[config.mk]
export PLATFORM = sky130hd
export DESIGN_NAME = gtx_rx_reset_seq
export DESIGN_NICKNAME = d
export VERILOG_FILES = /design/src/rtl/gtx_rx_reset_seq.sv
export SDC_FILE = /design/constraint.sdc
export NUM_CORES = 1
export LEC_CHECK = 0
export CAP_MARGIN = 25
export CORE_ASPECT_RATIO = 1.2
export CORE_UTILIZATION = 51
export DETAILED_ROUTE_END_ITERATION = 10
export GPL_TIMING_DRIVEN = 0
export PLACE_DENSITY = 0.75
export SLEW_MARGIN = 20
export SYNTH_ARGS = -nofsm -noshare
export SYNTH_HDL_FRONTEND = slang
export SYNTH_SLANG_ARGS = --single-unit
[constraint.sdc]
create_clock -name clk -period 2.4 [get_ports clk]
set_clock_uncertainty 0.15 [all_clocks]
set_input_delay 0.48 -clock clk [delete_from_list [all_inputs] [get_ports clk]]
set_output_delay 0.48 -clock clk [all_outputs]
set_load 0.05 [all_outputs]
[src/rtl/gtx_rx_reset_seq.sv]
// Receive-side reset sequencer for one GTX lane: pulses RX reset, waits for
// reset-done, pulses the elastic buffer reset, qualifies alignment, then
// raises link_ready. Timeouts retry automatically and are counted.
module gtx_rx_reset_seq #(
    parameter int RST_CYCLES   = 16,
    parameter int DONE_TIMEOUT = 4096,
    parameter int BUF_CYCLES   = 8,
    parameter int SYNC_STABLE  = 64,
    parameter int SYNC_TIMEOUT = 65536
) (
    input  logic       clk,
    input  logic       rst_in,
    input  logic       req_rst,
    input  logic       rxresetdone,
    input  logic       rxbyteisaligned,
    input  logic       rxlossofsync,
    output logic       rx_reset,
    output logic       rx_buf_reset,
    output logic       link_ready,
    output logic [7:0] retry_cnt,
    output logic [2:0] seq_state
);

    typedef enum logic [2:0] {
        ST_RESET     = 3'd0,
        ST_WAIT_DONE = 3'd1,
        ST_BUF_RST   = 3'd2,
        ST_WAIT_SYNC = 3'd3,
        ST_READY     = 3'd4
    } state_t;

    localparam logic [16:0] RST_LOAD  = 17'(RST_CYCLES - 1);
    localparam logic [16:0] DONE_LOAD = 17'(DONE_TIMEOUT - 1);
    localparam logic [16:0] BUF_LOAD  = 17'(BUF_CYCLES - 1);
    localparam logic [16:0] SYNC_LOAD = 17'(SYNC_TIMEOUT - 1);
    // stability counter must be able to hold SYNC_STABLE itself
    localparam int SW = ($clog2(SYNC_STABLE + 1) > 7) ? $clog2(SYNC_STABLE + 1) : 7;
    localparam logic [SW-1:0] STAB_TGT = SW'(SYNC_STABLE);

    logic          req_m, req_s;
    state_t        state, state_nxt;
    logic [16:0]   cnt, cnt_nxt;
    logic [SW-1:0] stab, stab_nxt;
    logic          retry_inc;

    // two-flop synchroniser for the asynchronous reset request level
    always_ff @(posedge clk or negedge rst_in) begin
        if (!rst_in) begin
            req_m <= 1'b0;
            req_s <= 1'b0;
        end else begin
            req_m <= req_rst;
            req_s <= req_m;
        end
    end

    // state, shared down-counter and stability counter
    always_ff @(posedge clk or negedge rst_in) begin
        if (!rst_in) begin
            state <= ST_RESET;
            cnt   <= RST_LOAD;
            stab  <= '0;
        end else begin
            state <= state_nxt;
            cnt   <= cnt_nxt;
            stab  <= stab_nxt;
        end
    end

    // next-state logic; a synchronised request overrides every other transition
    always_comb begin
        state_nxt = state;
        cnt_nxt   = cnt;
        stab_nxt  = '0;
        retry_inc = 1'b0;
        case (state)
            ST_RESET: begin
                if (cnt == '0) begin
                    state_nxt = ST_WAIT_DONE;
                    cnt_nxt   = DONE_LOAD;
                end else begin
                    cnt_nxt = cnt - 17'd1;
                end
            end
            ST_WAIT_DONE: begin
                if (rxresetdone) begin
                    state_nxt = ST_BUF_RST;
                    cnt_nxt   = BUF_LOAD;
                end else if (cnt == '0) begin
                    state_nxt = ST_RESET;
                    cnt_nxt   = RST_LOAD;
                    retry_inc = 1'b1;
                end else begin
                    cnt_nxt = cnt - 17'd1;
                end
            end
            ST_BUF_RST: begin
                if (cnt == '0) begin
                    state_nxt = ST_WAIT_SYNC;
                    cnt_nxt   = SYNC_LOAD;
                end else begin
                    cnt_nxt = cnt - 17'd1;
                end
            end
            ST_WAIT_SYNC: begin
                if (stab == STAB_TGT) begin
                    state_nxt = ST_READY;
                end else if (cnt == '0) begin
                    state_nxt = ST_RESET;
                    cnt_nxt   = RST_LOAD;
                    retry_inc = 1'b1;
                end else begin
                    cnt_nxt  = cnt - 17'd1;
                    stab_nxt = (rxbyteisaligned && !rxlossofsync) ? stab + 1'b1 : '0;
                end
            end
            ST_READY: begin
                // alignment loss here is handled by upstream detectors
                state_nxt = ST_READY;
            end
            default: begin
                state_nxt = ST_RESET;
                cnt_nxt   = RST_LOAD;
            end
        endcase
        if (req_s) begin
            state_nxt = ST_RESET;
            cnt_nxt   = RST_LOAD;
            stab_nxt  = '0;
            retry_inc = 1'b0;
        end
    end

    // registered outputs, decoded from the state being entered
    always_ff @(posedge clk or negedge rst_in) begin
        if (!rst_in) begin
            rx_reset     <= 1'b1;
            rx_buf_reset <= 1'b0;
            link_ready   <= 1'b0;
            retry_cnt    <= 8'd0;
        end else begin
            rx_reset     <= (state_nxt == ST_RESET);
            rx_buf_reset <= (state_nxt == ST_BUF_RST);
            link_ready   <= (state_nxt == ST_READY);
            if (retry_inc && retry_cnt != 8'hFF)
                retry_cnt <= retry_cnt + 8'd1;
        end
    end

    assign seq_state = state;

endmodule

Yosys cells after proc, flatten, opt, wreduce, memory -nomap -nowiden:

Index checks and enable logic that the tools add are counted.

* $add $sub $neg: 3
* equal/unequal tests: 10
* multiplexer cells: 24
* reduce and logical (&&, ||, !) cells: 7

Operators with widths (number)
* $mux W17: 6
* $pmux W17 S5: 1
* $mux W7: 5
* $mux W3: 6
* $logic_not A17 Y1: 1
* $sub A17 B1 Y17 const B: 1
* $pmux W3 S5: 1
* $eq A3 B2 Y1 const B: 3
* $add A8 B1 Y8 const B: 1
* $ne A8 B8 Y1 const B: 1
* $add A7 B1 Y7 const B: 1
* $eq A7 B7 Y1 const B: 1
* $eq A3 B3 Y1 const B: 2
* $logic_not A3 Y1: 2
* $mux W1: 4
* $eq A3 B1 Y1 const B: 1
* $ne A3 B3 Y1 const B: 1
* $logic_and A1 B1 Y1: 2
* $ne A2 B2 Y1 const B: 1
* $pmux W1 S2: 1
* $reduce_and A2 Y1: 1
* $logic_not A1 Y1: 1

* register bits after elaboration: 40
* output and inout port bits: 14
* logic and storage cells: 53

Logic depth before layout (Yosys ltp):

Gate-level depths: netlist of run 1.

* word-level depth: 7
* mapped depth: 9

Least setup slack after synthesis of run 1:

Ideal clock, no wire load.

* kind: register to register
* start point: reg state[0], in the netlist seq_state[0]
* end point: reg retry_cnt[7]
* setup time: 0.082 ns
* arrival time: 2.350 ns
* path slack: -0.181 ns
* stages on the path, launching flop included: 9
* clock period less this slack: 2.581 ns
* cells stage by stage: dfrtp_1 > buf_2 > nand2b_1 > a311o_1 > or4_1 > buf_2 > or2_4 > nor2_2 > xor2_1

* cells in the longest elaborated chain, start to end: 4
* elaborated cells between the ends (all ways): 5
* classes of those cells: eq/ne: 2; mux: 2; reduce/logical: 1

RTL lines
* start, declared: line 41 `state_t state, state_nxt;`
* start signal, assigned: line 64 `state <= state_nxt;`
* $eq A3 B2 Y1 or $eq A3 B1 Y1 (tied branches): line 76 `case (state)`
* $pmux W1 S2 *: line 76
* $mux W1 *: line 126 `if (req_s) begin`
* $logic_and A1 B1 Y1 *: line 145 `if (retry_inc && retry_cnt != 8'hFF)`
* end signal, assigned: line 146 `retry_cnt <= retry_cnt + 8'd1;`
* end, declared: line 20 `output logic [7:0] retry_cnt,`

Mark *: on every way between the ends. The rest lies on a longest branch, timed or not.
A chain may end at the register's enable or synchronous reset.

Final worst setup path of run 1:

* start point: reg stab[0]
* end point: reg retry_cnt[7]

* cells in the longest elaborated chain, start to end: 5

RTL lines
* start, declared: line 43 `logic [SW-1:0] stab, stab_nxt;`
* start signal, assigned: line 66 `stab <= stab_nxt;`
* $eq A7 B7 Y1: line 106 `if (stab == STAB_TGT) begin`
* $mux W1: line 106
* $pmux W1 S2: line 76
* $mux W1: line 126
* $logic_and A1 B1 Y1: line 145

Every way passes these cells.

==> impl_metrics.yaml, run 1 <==
min_path:
  hold_start: "req_m$_DFF_PN0_"
  hold_depth: 0
  hold_end: "req_s$_DFF_PN0_"
  hold_path_class: "reg -> reg"
floorplanning:
  die_h_microns: 72.6
  core_sq_um: 3970
  io_pins: 20
  initial_core_util_pct: 53.4
  die_w_microns: 60.9
  die_area_sq_um: 4420
  num_rows: 25
timing:
  max_freq_mhz: 411
  hold_violations: 0
  fin_ws_ns: -0.0324
  slew_headroom_pct: 65.7
  slew_violations: 0
  whs_ns: 0.212
  grt_setup_unrepaired: "yes"
  finalCriticalPeriod_ns: 2.43
  min_period_over_period_pct: 101
  worst_pin_slew_ns: 0.513
  setup_viol: 2
yosys:
  synth-main-ff-cell: "dfrtp_1"
  synth_commonest_cells: "35 x dfrtp_1, 35 x nor2_1, 18 x o21ai_1, 16 x nand2_1, 15 x nand3_1"
  synth_top_family_by_area: "simple AND/OR/NAND/NOR gates"
  synthXorXnorAreaFrac_pct: 4.96
  ys_seq_area_share_pct: 47.5
  synth_edf_count: 0
  yosysUniqueCellTypes: 46
  synth_compound_area_share_pct: 12.2
  syn-cell-area_sq_um: 2120
  synth_fa_ha_area_share_pct: 2.95
  netlist_instances: 228
  yosys-mux-area-fraction_pct: 0.531
  avgSynthCellArea_sq_um: 9.30
  postSynth.asyncResetShare_pct: 100
  synth_warnings: 0
  synth_top_area_share_pct: 41.3
  synth.area.top_cells: "dfrtp_1 41%, dfstp_2 6.2%, nor2_1 6.2%, o21ai_1 4.3%, nand3_1 3.5%"
  synth-simple-area-share_pct: 29.3
  syn_nets: 239
  synth_largest_area_cell: "dfrtp_1"
  ys_ff_latch: 40
grt:
  overflow: 0
  grt_pass1_vias: 1830
  grt_max_degree: 25
  antenna_found_initial: 0
  grtUsageTotal_pct: 25.6
  grt_first_pass_wirelength_mm: 8.30
power_and_ir_drop:
  total_power_mw: 1.41
  pwr_density_cell_nw_per_um2: 521
  combPwrFrac_pct: 7.9
  seq_power_share_pct: 49.7
  clock_power_share_pct: 42.4
  p_sw_mw: 0.316
  p_int_mw: 1.10
  vdd_drop_max_uv: 361
  swShare_pct: 22.3
  p_leak_nw: 1.18
status:
  status: "finished with violations"
  violations: "setup timing"
routing:
  vias: 1859
  drt_pass1_iterations: 4
  drc_errors: 0
  wl_per_cell_microns: 15.5
  wl_mm: 4.95
  drtIter0Drc: 125
  vias_per_cell: 5.81
  ant_nets: 0
final_layout:
  fillers: 307
  antenna_cells: 0
  fin_nets: 276
  design_area_sq_um: 2720
  drive_gt1_share_pct: 20.3
  areaGrowthSynthToFinish_pct: 28.1
setup_path:
  endpoint_kind: "flip-flop"
  rrSetupSlack_ns: -0.03
  r2r-start: "stab[0]$_DFF_PN0_"
  r2r-end: "retry_cnt[7]$_DFFE_PN0P_"
  startpoint_type: "flip-flop"
  path_class: "reg -> reg"
  path_max_fanout: 4
  cp_data_required_time_ns: 2.47
  reg2reg_depth: 8
  cp.arrival_ns: 2.50
clock_network:
  cts.sinks: 40
  insertion_delay_ns: 0.29
  path_clk_slew_ns: 0.07
  cts_max_level: 2
  cts_max_path_buffers: 2
  cts_tree: "built"
  root_buffer: "clkbuf_8"
  cts_buffers: 5
place:
  placed_cell_area_sq_um: 2410
  numPortBuffers: 19
  hpwl_mm: 3.31
  place.gp.congestion: 0.877
flow_run:
  max-cap-violations: 0
-- power groups by stage --
stage                     combinational (mW)  clock [mW]  sequential (mW)
final                                  0.111       0.600            0.704
after detailed placement               0.104           0            0.714
after floorplan                       0.0349           0            0.733
after global routing                   0.121       0.640            0.705
after CTS                              0.109       0.613            0.701
after global placement                0.0972           0            0.714
-- layout by cell type, fill, tap and decap left out, drive strengths merged, types with 7 or more instances in the layout --
cell,n
a21oi,9
buf,15
clkbuf,9
clkdlybuf4s50,18
dfrtp,35
inv,8
nand2,16
nand3,15
nor2,37
nor3,10
nor4,7
o21ai,19
xor2,7
-- stage by stage --
step / std cells / setup TNS [ns] / utilization, % / worst slack, ns
after global placement: 301 / -13.52 / 60.1 / -0.438
after global routing: 320 / -0.441 / 68.3 / -0.118
after detailed placement: 302 / -3.43 / 60.7 / -0.355
final: 320 / -0.0484 / 68.3 / -0.0324
after CTS: 320 / -0.0134 / 66.7 / -0.00678
after floorplan: 228 / 0 / - / 0.0229
-- cell families (layout without fill, tap and decap cells) --
family,Yosys count,count (layout)
flops,40,40
buf+inv,14,52
compound gates,42,42
xor+xnor,12,12
fa+ha+maj,5,5
mux,1,1
simple gates,114,114
-- flip-flops by register name (all words and copies together), names as in the netlist --
| register | flops |
|---|---|
| stab | 7 |
| seq_state | 3 |
| retry_cnt | 8 |
| req_s | 1 |
| req_m | 1 |
| link_ready | 1 |
| cnt | 17 |
| rx_reset | 1 |
| rx_buf_reset | 1 |
-- routing by layer --
| metal | up-vias | wire [microns] | track usage (%) |
|---|---|---|---|
| met3 | 10 | 182 | 5.14 |
| met1 | 913 | 2020 | 31.2 |
| li1 | 892 | - | - |
| met4 | 0 | 99 | 12.6 |
| met2 | 44 | 2650 | 42.5 |
| met5 | - | 0 | 0 |
-- timing repair --
item	CTS	global route
hold buffers	1	0
gates cloned	0	1
endpoints found under the hold margin	12	0
setup endpoints to repair	11	22
resized for setup	9	22
setup buffers	9	1
pin swaps	3	7
-- worst max-delay path: stages (launching register included) --
cell and delay, ns:
dfrtp_1 0.36, inv_1 0.05, ha_2 0.17, nor4bb_1 0.13, a311o_1 0.39, or4_4 0.57, or2_4 0.30, nor2_2 0.09
xor2_1 0.14
-- worst max path at each step --
stage,startpoint,to,slack [ns],cells past startpoint
2_1_floorplan,seq_state[0]$_DFF_PN0_,retry_cnt[7]$_DFFE_PN0P_,0.02,8
3_3_place_gp,rst_in,seq_state[2]$_DFF_PN0_,-0.44,1
3_5_place_dp,rxresetdone,retry_cnt[5]$_DFFE_PN0P_,-0.36,8
4_1_cts,stab[0]$_DFF_PN0_,retry_cnt[7]$_DFFE_PN0P_,-0.007,9
5_1_grt,stab[0]$_DFF_PN0_,retry_cnt[5]$_DFFE_PN0P_,-0.12,8
6_report,stab[0]$_DFF_PN0_,retry_cnt[7]$_DFFE_PN0P_,-0.03,8
-- cell type report --
type	instances	area (sq um)	area share (%)
Timing Repair Buffer	32	303	11.2
Buffer	4	28.8	1.06
Sequential cell	40	1010	37.3
Multi-Input combinational cell	174	1150	42.3
Tap cell	54	67.6	2.49
Clock inverter	1	30.0	1.11
Inverter	8	30.0	1.11
Clock buffer	7	96.3	3.55
(Power assumes the default switching activity.)
==> inputs of run 2 (changes only) <==
--- a/config.mk
+++ b/config.mk
@@ -5,6 +5,7 @@
 export SDC_FILE = /design/constraint.sdc
 export NUM_CORES = 1
 export LEC_CHECK = 0
+export ABC_AREA = 0
 export CAP_MARGIN = 25
 export CORE_ASPECT_RATIO = 1.2
 export CORE_UTILIZATION = 51
==> results of run 2 <==
Same layout as run 1: the final DEF is identical, and so are final timing and power.
==> inputs of run 3 (changes only) <==
--- a/config.mk
+++ b/config.mk
@@ -7,7 +7,7 @@
 export LEC_CHECK = 0
 export ABC_AREA = 0
 export CAP_MARGIN = 25
-export CORE_ASPECT_RATIO = 1.2
+export CORE_ASPECT_RATIO = 0.7
 export CORE_UTILIZATION = 51
 export DETAILED_ROUTE_END_ITERATION = 10
 export GPL_TIMING_DRIVEN = 0
==> run 3 against run 2 <==
Effect of this change:
- the flow now finishes without violations
- critical path type unchanged
- sequential power about the same
- combinational power up 9.9%
- worst hold slack worse by 0.0045 ns
- global-route usage up 0.19 points
==> impl_metrics.yaml, run 3 (synthesis gave the netlist of run 1 again) <==
status:
  status: "finished clean"
power_and_ir_drop:
  p_int_mw: 0.945
  pwr_density_cell_nw_per_um2: 467
  total_power_mw: 1.26
  p_sw_mw: 0.318
  combPwrFrac_pct: 9.7
  seq_power_share_pct: 55.8
  clock_power_share_pct: 34.5
  p_leak_nw: 1.15
  swShare_pct: 25.2
  vdd_drop_max_uv: 334
floorplanning:
  io_pins: 20
  initial_core_util_pct: 53.7
  core_sq_um: 3950
  die_w_microns: 79.1
  die_h_microns: 55.9
  num_rows: 19
  die_area_sq_um: 4420
final_layout:
  fin_nets: 279
  antenna_cells: 0
  top_register: "cnt"
  top_regs: "cnt (17), retry_cnt (8), stab (7)"
  post-route-util_pct: 68.5
  layoutNonFillerInstCount: 321
  fillers: 315
  largest_register_ffs: 17
  layout_common_cells: "34 x nor2_1, 30 x dfrtp_1, 18 x o21ai_1"
  drive_gt1_share_pct: 20.4
  final_common_cell: "nor2_1"
  areaGrowthSynthToFinish_pct: 27.6
  design_area_sq_um: 2710
grt:
  grt_pass1_vias: 1852
  grt_first_pass_wirelength_mm: 8.68
  overflow: 0
  grt_max_degree: 25
  grtUsageTotal_pct: 25.8
  antenna_found_initial: 0
routing:
  ant_nets: 0
  wl_mm: 5.33
  drtIter0Drc: 129
  vias_per_cell: 6.05
  wl_per_cell_microns: 16.6
  drc_errors: 0
  drt_pass1_iterations: 4
  vias: 1941
setup_path:
  worstPathCellList: "inv_1 > ha_2 > nor4bb_4 > a311o_1 > or4_4 > or2_4 > nor2_4 > xor2_1"
  path_class: "reg -> reg"
  r2r-start: "stab[0]$_DFF_PN0_"
  path_max_fanout: 3
  reg2reg_depth: 8
  rrSetupSlack_ns: 0.05
  startpoint: "stab[0]$_DFF_PN0_"
  endpoint_kind: "flip-flop"
  cp.arrival_ns: 2.41
  startpoint_type: "flip-flop"
  crit_family: "simple AND/OR/NAND/NOR gates"
  slowest_delay_ns: 0.50
  r2r-end: "retry_cnt[7]$_DFFE_PN0P_"
  cp.buffers_inverters: 1
  slowest_stage: "or4_4"
  cp_data_required_time_ns: 2.46
min_path:
  hold_path_class: "reg -> reg"
  hold_start: "req_m$_DFF_PN0_"
  hold_depth: 0
  hold_end: "req_s$_DFF_PN0_"
place:
  hpwl_mm: 3.53
  placed_cell_area_sq_um: 2410
  place.gp.congestion: 0.906
  place_inst: 300
  numPortBuffers: 19
timing:
  finalCriticalPeriod_ns: 2.35
  hold_violations: 0
  slew_headroom_pct: 66.1
  min_period_over_period_pct: 97.8
  grt_setup_unrepaired: "yes"
  max_freq_mhz: 426
  setup_viol: 0
  slew_violations: 0
  worst_pin_slew_ns: 0.507
clock_network:
  cts.sinks: 40
  root_buffer: "clkbuf_8"
  insertion_delay_ns: 0.29
  cts_buffers: 5
  cts_max_path_buffers: 2
  cts_max_level: 2
  path_clk_slew_ns: 0.08
  cts_tree: "built"
flow_run:
  max-cap-violations: 0
==> run 3: changes by cell type in the layout (fill, tap and decap cells not counted), sizes merged <==
| cell | before | now |
|---|---|---|
| clkbuf | 9 | 10 |
| buf | 15 | 18 |
| bufinv | 1 | 0 |
| dlygate4sd2 | 0 | 1 |
| clkdlybuf4s50 | 18 | 17 |
==> run 3: power by group through the flow <==
stage,Sequential [mW],Clock (mW),Combinational (mW)
6_report,0.704,0.436,0.122
5_1_grt,0.706,0.476,0.132
4_1_cts,0.702,0.440,0.109
3_5_place_dp,0.714,0,0.105
3_3_place_gp,0.714,0,0.0980
2_1_floorplan,0.733,0,0.0349
==> run 3: timing repair <==
item                       CTS  global route
gates resized for setup     11            24
pin swaps                    3             6
hold buffers                 1             0
gates cloned                 0             1
setup buffers                7             7
setup endpoints to repair   11            32
hold endpoints to repair    16             0
==> run 3: metal layers <==
metal	part of all wire (%)	GRT usage, %	routed length, microns	vias to the layer above
met1	47	37.5	2490	943
met3	6.3	5.90	336	12
met5	0	0	0	-
li1	-	-	-	902
met4	1.9	9.61	103	0
met2	45	37.3	2400	84
==> run 3: worst max path at each step <==
stage	endpoint	depth (start not counted)	slack, ns
6_report	retry_cnt[7]$_DFFE_PN0P_	8	0.05
5_1_grt	cnt[8]$_DFFE_PN0P_	9	-0.06
4_1_cts	retry_cnt[7]$_DFFE_PN0P_	9	-0.03
3_5_place_dp	retry_cnt[7]$_DFFE_PN0P_	8	-0.39
3_3_place_gp	seq_state[2]$_DFF_PN0_	1	-0.41
2_1_floorplan	retry_cnt[7]$_DFFE_PN0P_	8	0.02
==> run 3: metrics by stage <==
| stage | hold WS, ns | setup slack, ns | setup TNS (ns) |
|---|---|---|---|
| final | 0.207 | 0.0520 | 0 |
| after global routing | 0.217 | -0.0620 | -0.128 |
| after CTS | 0.212 | -0.0299 | -0.0299 |
| after detailed placement | 0.197 | -0.395 | -3.56 |
| after global placement | 0.183 | -0.411 | -12.70 |
| after floorplan | 0.0344 | 0.0229 | 0 |
==> run 3: layout make-up <==
cell class	count	area (sq um)	share of cell area, %
clock buffer	8	80.1	2.96
timing repair buffer	35	324	12.0
tap	52	65.1	2.41
sequential	40	1010	37.5
buffer	4	28.8	1.06
inverter	8	32.5	1.20
multi-input combinational	174	1160	42.9
==> edit (flow settings as in run 1) <==
Reset style: synchronous (`rst_in`), changed in 3 clocked blocks. Comments in the files are not updated.
--- a/src/rtl/gtx_rx_reset_seq.sv
+++ b/src/rtl/gtx_rx_reset_seq.sv
@@ -46,3 +46,3 @@
     // two-flop synchroniser for the asynchronous reset request level
-    always_ff @(posedge clk or negedge rst_in) begin
+    always_ff @(posedge clk) begin
         if (!rst_in) begin
@@ -57,3 +57,3 @@
     // state, shared down-counter and stability counter
-    always_ff @(posedge clk or negedge rst_in) begin
+    always_ff @(posedge clk) begin
         if (!rst_in) begin
@@ -134,3 +134,3 @@
     // registered outputs, decoded from the state being entered
-    always_ff @(posedge clk or negedge rst_in) begin
+    always_ff @(posedge clk) begin
         if (!rst_in) begin
Behaviour: no difference found for any inputs over 10 cycles, from zero or initial values and one cycle with rst_in low; that may be too few to reach the edited logic, so the function may still have changed.
==> edit against run 1 <==
The flow still finishes with violations (negative setup slack). Total power is 12% lower. Critical path type unchanged. Via count is 21% higher. Area after synthesis is 0.77% lower. Worst setup slack worse by 0.038 ns. Sequential share of layout area is 9.1 points lower. Sequential cell count stayed put. Wire length is 18% higher. Sequential power is 4.4% lower. Design area is 5.7% higher.
==> edit: results (changes against run 1) <==
| Metric | Value |
|---|---|
| Crit path largest cell delay | `0.48 ns (-0.09 ns)` |
| Area contributors post-synth | `sky130_fd_sc_hd__dfxtp_1 (38%), sky130_fd_sc_hd__nor2_1 (4.5%), sky130_fd_sc_hd__nand2_1 (4.3%)` |
| Fraction of final layout cells sized beyond drive strength 1 | `25.3% (+5.0 points)` |
| Violations in the final reports | `negative setup slack` |
| Arr. time, crit path | `2.56 ns (+0.06 ns)` |
| Global-route wire length before repair | `8.76 mm (+5.5%)` |
| Clock transition time at the flip-flop clock pins of the worst setup and hold paths | `0.08 ns` |
| Async set or reset register ratio after synthesis | `0% (-100 points)` |
| Number of buffers between clock root and the deepest sink | `2 (unchanged)` |
| Path type of the worst min-delay path | `reg2reg` |
| Maximum VDD drop | `0.336 mV (-7.0%)` |
| Top cells by instance count after synthesis | `sky130_fd_sc_hd__dfxtp_1 (40), sky130_fd_sc_hd__nor2_1 (25), sky130_fd_sc_hd__nand2_1 (24), sky130_fd_sc_hd__inv_1 (17), sky130_fd_sc_hd__o21ai_0 (14)` |
| Setup violation total in the final timing report | `5 (+3)` |
| Mux cell area share after synthesis | `0.476% (-0.055 points)` |
| Aggregate global-route resource usage | `26.2% (+0.65 points)` |
| Cell leakage power | `0.00105 uW (-11%)` |
| Total nets after synthesis | `276 (+15%)` |
| Share of the synthesized area in compound gates (AO/OA/AOI/OAI) | `22.1% (+10 points)` |
| HPWL after detailed placement | `3.50 mm (+6.0%)` |
| Fill cell total of the finished layout | `299 (-2.6%)` |
| Vias per Instance | `6.22 (+7.1%)` |
| CTS root buf | `sky130_fd_sc_hd__clkbuf_8` |
| Proportion of synthesized chip area in sequential cells | `38.1% (-9.4 points)` |
| Xor and xnor area share after synthesis | `2.50% (-2.5 points)` |
| Pre-CTS WS | `-0.752 ns (-0.397 ns)` |
| Unique cell type count in the Yosys netlist | `53 (+15%)` |
| Final worst slack | `-0.0700 ns (-0.0376 ns)` |
| Cell-internal power | `942 uW (-14%)` |
| Number of buffers added on ports | `19 (unchanged)` |
| Share of synthesized cell area in full adder, half adder and majority cells | `2.97% (+0.023 points)` |
| Final layout net count | `318 (+15%)` |
| Worst path slowest cell | `sky130_fd_sc_hd__or4b_4` |
| Vias in the first global route | `1934 (+5.7%)` |
| Number of warnings reported in the yosys synthesis log | `0 (unchanged)` |
| Slew margin rel. | `65.4% (-0.29 points)` |
| Critical path fanouts, max | `7 (+3)` |
| Result of the run | `finished with violations` |
| CTS hold repair buffers | `0 (-1)` |
| Instance area after placement | `2390 um^2 (-0.78%)` |
| Global placer's final weighted congestion | `0.910 (+3.8%)` |
| Detailed Routing Iterations Pass 1 | `5 (+1)` |
| Maximum number of pins on one net before global-route repair | `14 (-44%)` |
| Detailed router's first-iteration violation count | `228 (+82%)` |
| Routed wire length | `5.84 mm (+18%)` |
| CTS H-tree lvls | `2 (unchanged)` |
## edit: cell types whose count changed after synthesis, sizes merged, moves of 4 or more
cell,before,now
a31oi,1,8
and2,1,5
clkbuf,4,10
dfrtp,35,0
dfstp,5,0
dfxtp,0,40
inv,8,17
nand2,16,24
nor2,37,25
o211ai,2,6
o21ai,19,14
o22ai,0,7
xor2,7,3
## edit: metrics by stage
| step | cells | TNS, ns | util (%) |
|---|---|---|---|
| 5_1_grt | 362 | -0.739 | 72.8 |
| 6_report | 362 | -0.200 | 72.8 |
| 2_1_floorplan | 265 | -0.735 | - |
| 4_1_cts | 356 | -0.921 | 67.8 |
| 3_5_place_dp | 338 | -13.99 | 60.7 |
| 3_3_place_gp | 338 | -13.45 | 60.7 |
## edit: worst register-to-register path, delay by kind of cell (launching register included)
family | cells | cell delay (ns)
simple gates | 4 | 1.43
fa+ha+maj | 1 | 0.12
compound gates | 1 | 0.14
buf+inv | 2 | 0.24
flops | 1 | 0.33
## edit: power groups by stage
| stage | combinational [uW] | sequential, uW | clock, uW |
|---|---|---|---|
| 2_1_floorplan | 37.3 | 688 | 0 |
| 3_5_place_dp | 57.0 | 689 | 0 |
| 3_3_place_gp | 56.9 | 689 | 0 |
| 4_1_cts | 75.9 | 673 | 492 |
| 6_report | 88.0 | 673 | 483 |
| 5_1_grt | 94.9 | 674 | 521 |
## edit: final timing paths
| check | startpoint | end | slack (ns) | depth (start not counted) |
|---|---|---|---|---|
| worst min register to register | req_m | req_s | 0.29 | 1 |
| worst max register to register | cnt[1] | retry_cnt[3] | -0.07 | 8 |
| worst max-delay path | cnt[1] | retry_cnt[3] | -0.07 | 8 |
| worst min-delay path | req_m | req_s | 0.29 | 1 |
## edit: cell families (layout without fill, tap and decap cells)
kind of cell / after synthesis / count (layout)
AND/OR/NAND/NOR: 111 / 111
AO/OA/AOI/OAI: 70 / 70
flip-flops: 40 / 40
buffers and inverters: 32 / 75
XOR/XNOR: 6 / 6
adder cells (fa/ha/maj): 5 / 5
multiplexers: 1 / 1
## edit: per-layer routing
metal	GRT usage, %	wire (um)
met2	41.4	2840
met3	6.06	431
met1	33.9	2380
met5	0	0
met4	11.1	182
## edit: area by class of cell
type                            count  area share [%]
Buffer                              9            2.75
Clock buffer                        6            2.88
Clock inverter                      2           0.523
Inverter                           19            2.66
Multi-Input combinational cell    193            47.6
Sequential cell                    40            28.2
Tap cell                           54            2.35
Timing Repair Buffer               39            13.0
## edit: repair_timing
item	in CTS	in global routing
hold endpoints to repair	0	0
setup buffers	12	6
resized for setup	33	36
cloned	1	1
pin swaps	7	12
endpoints found under the setup margin	34	36
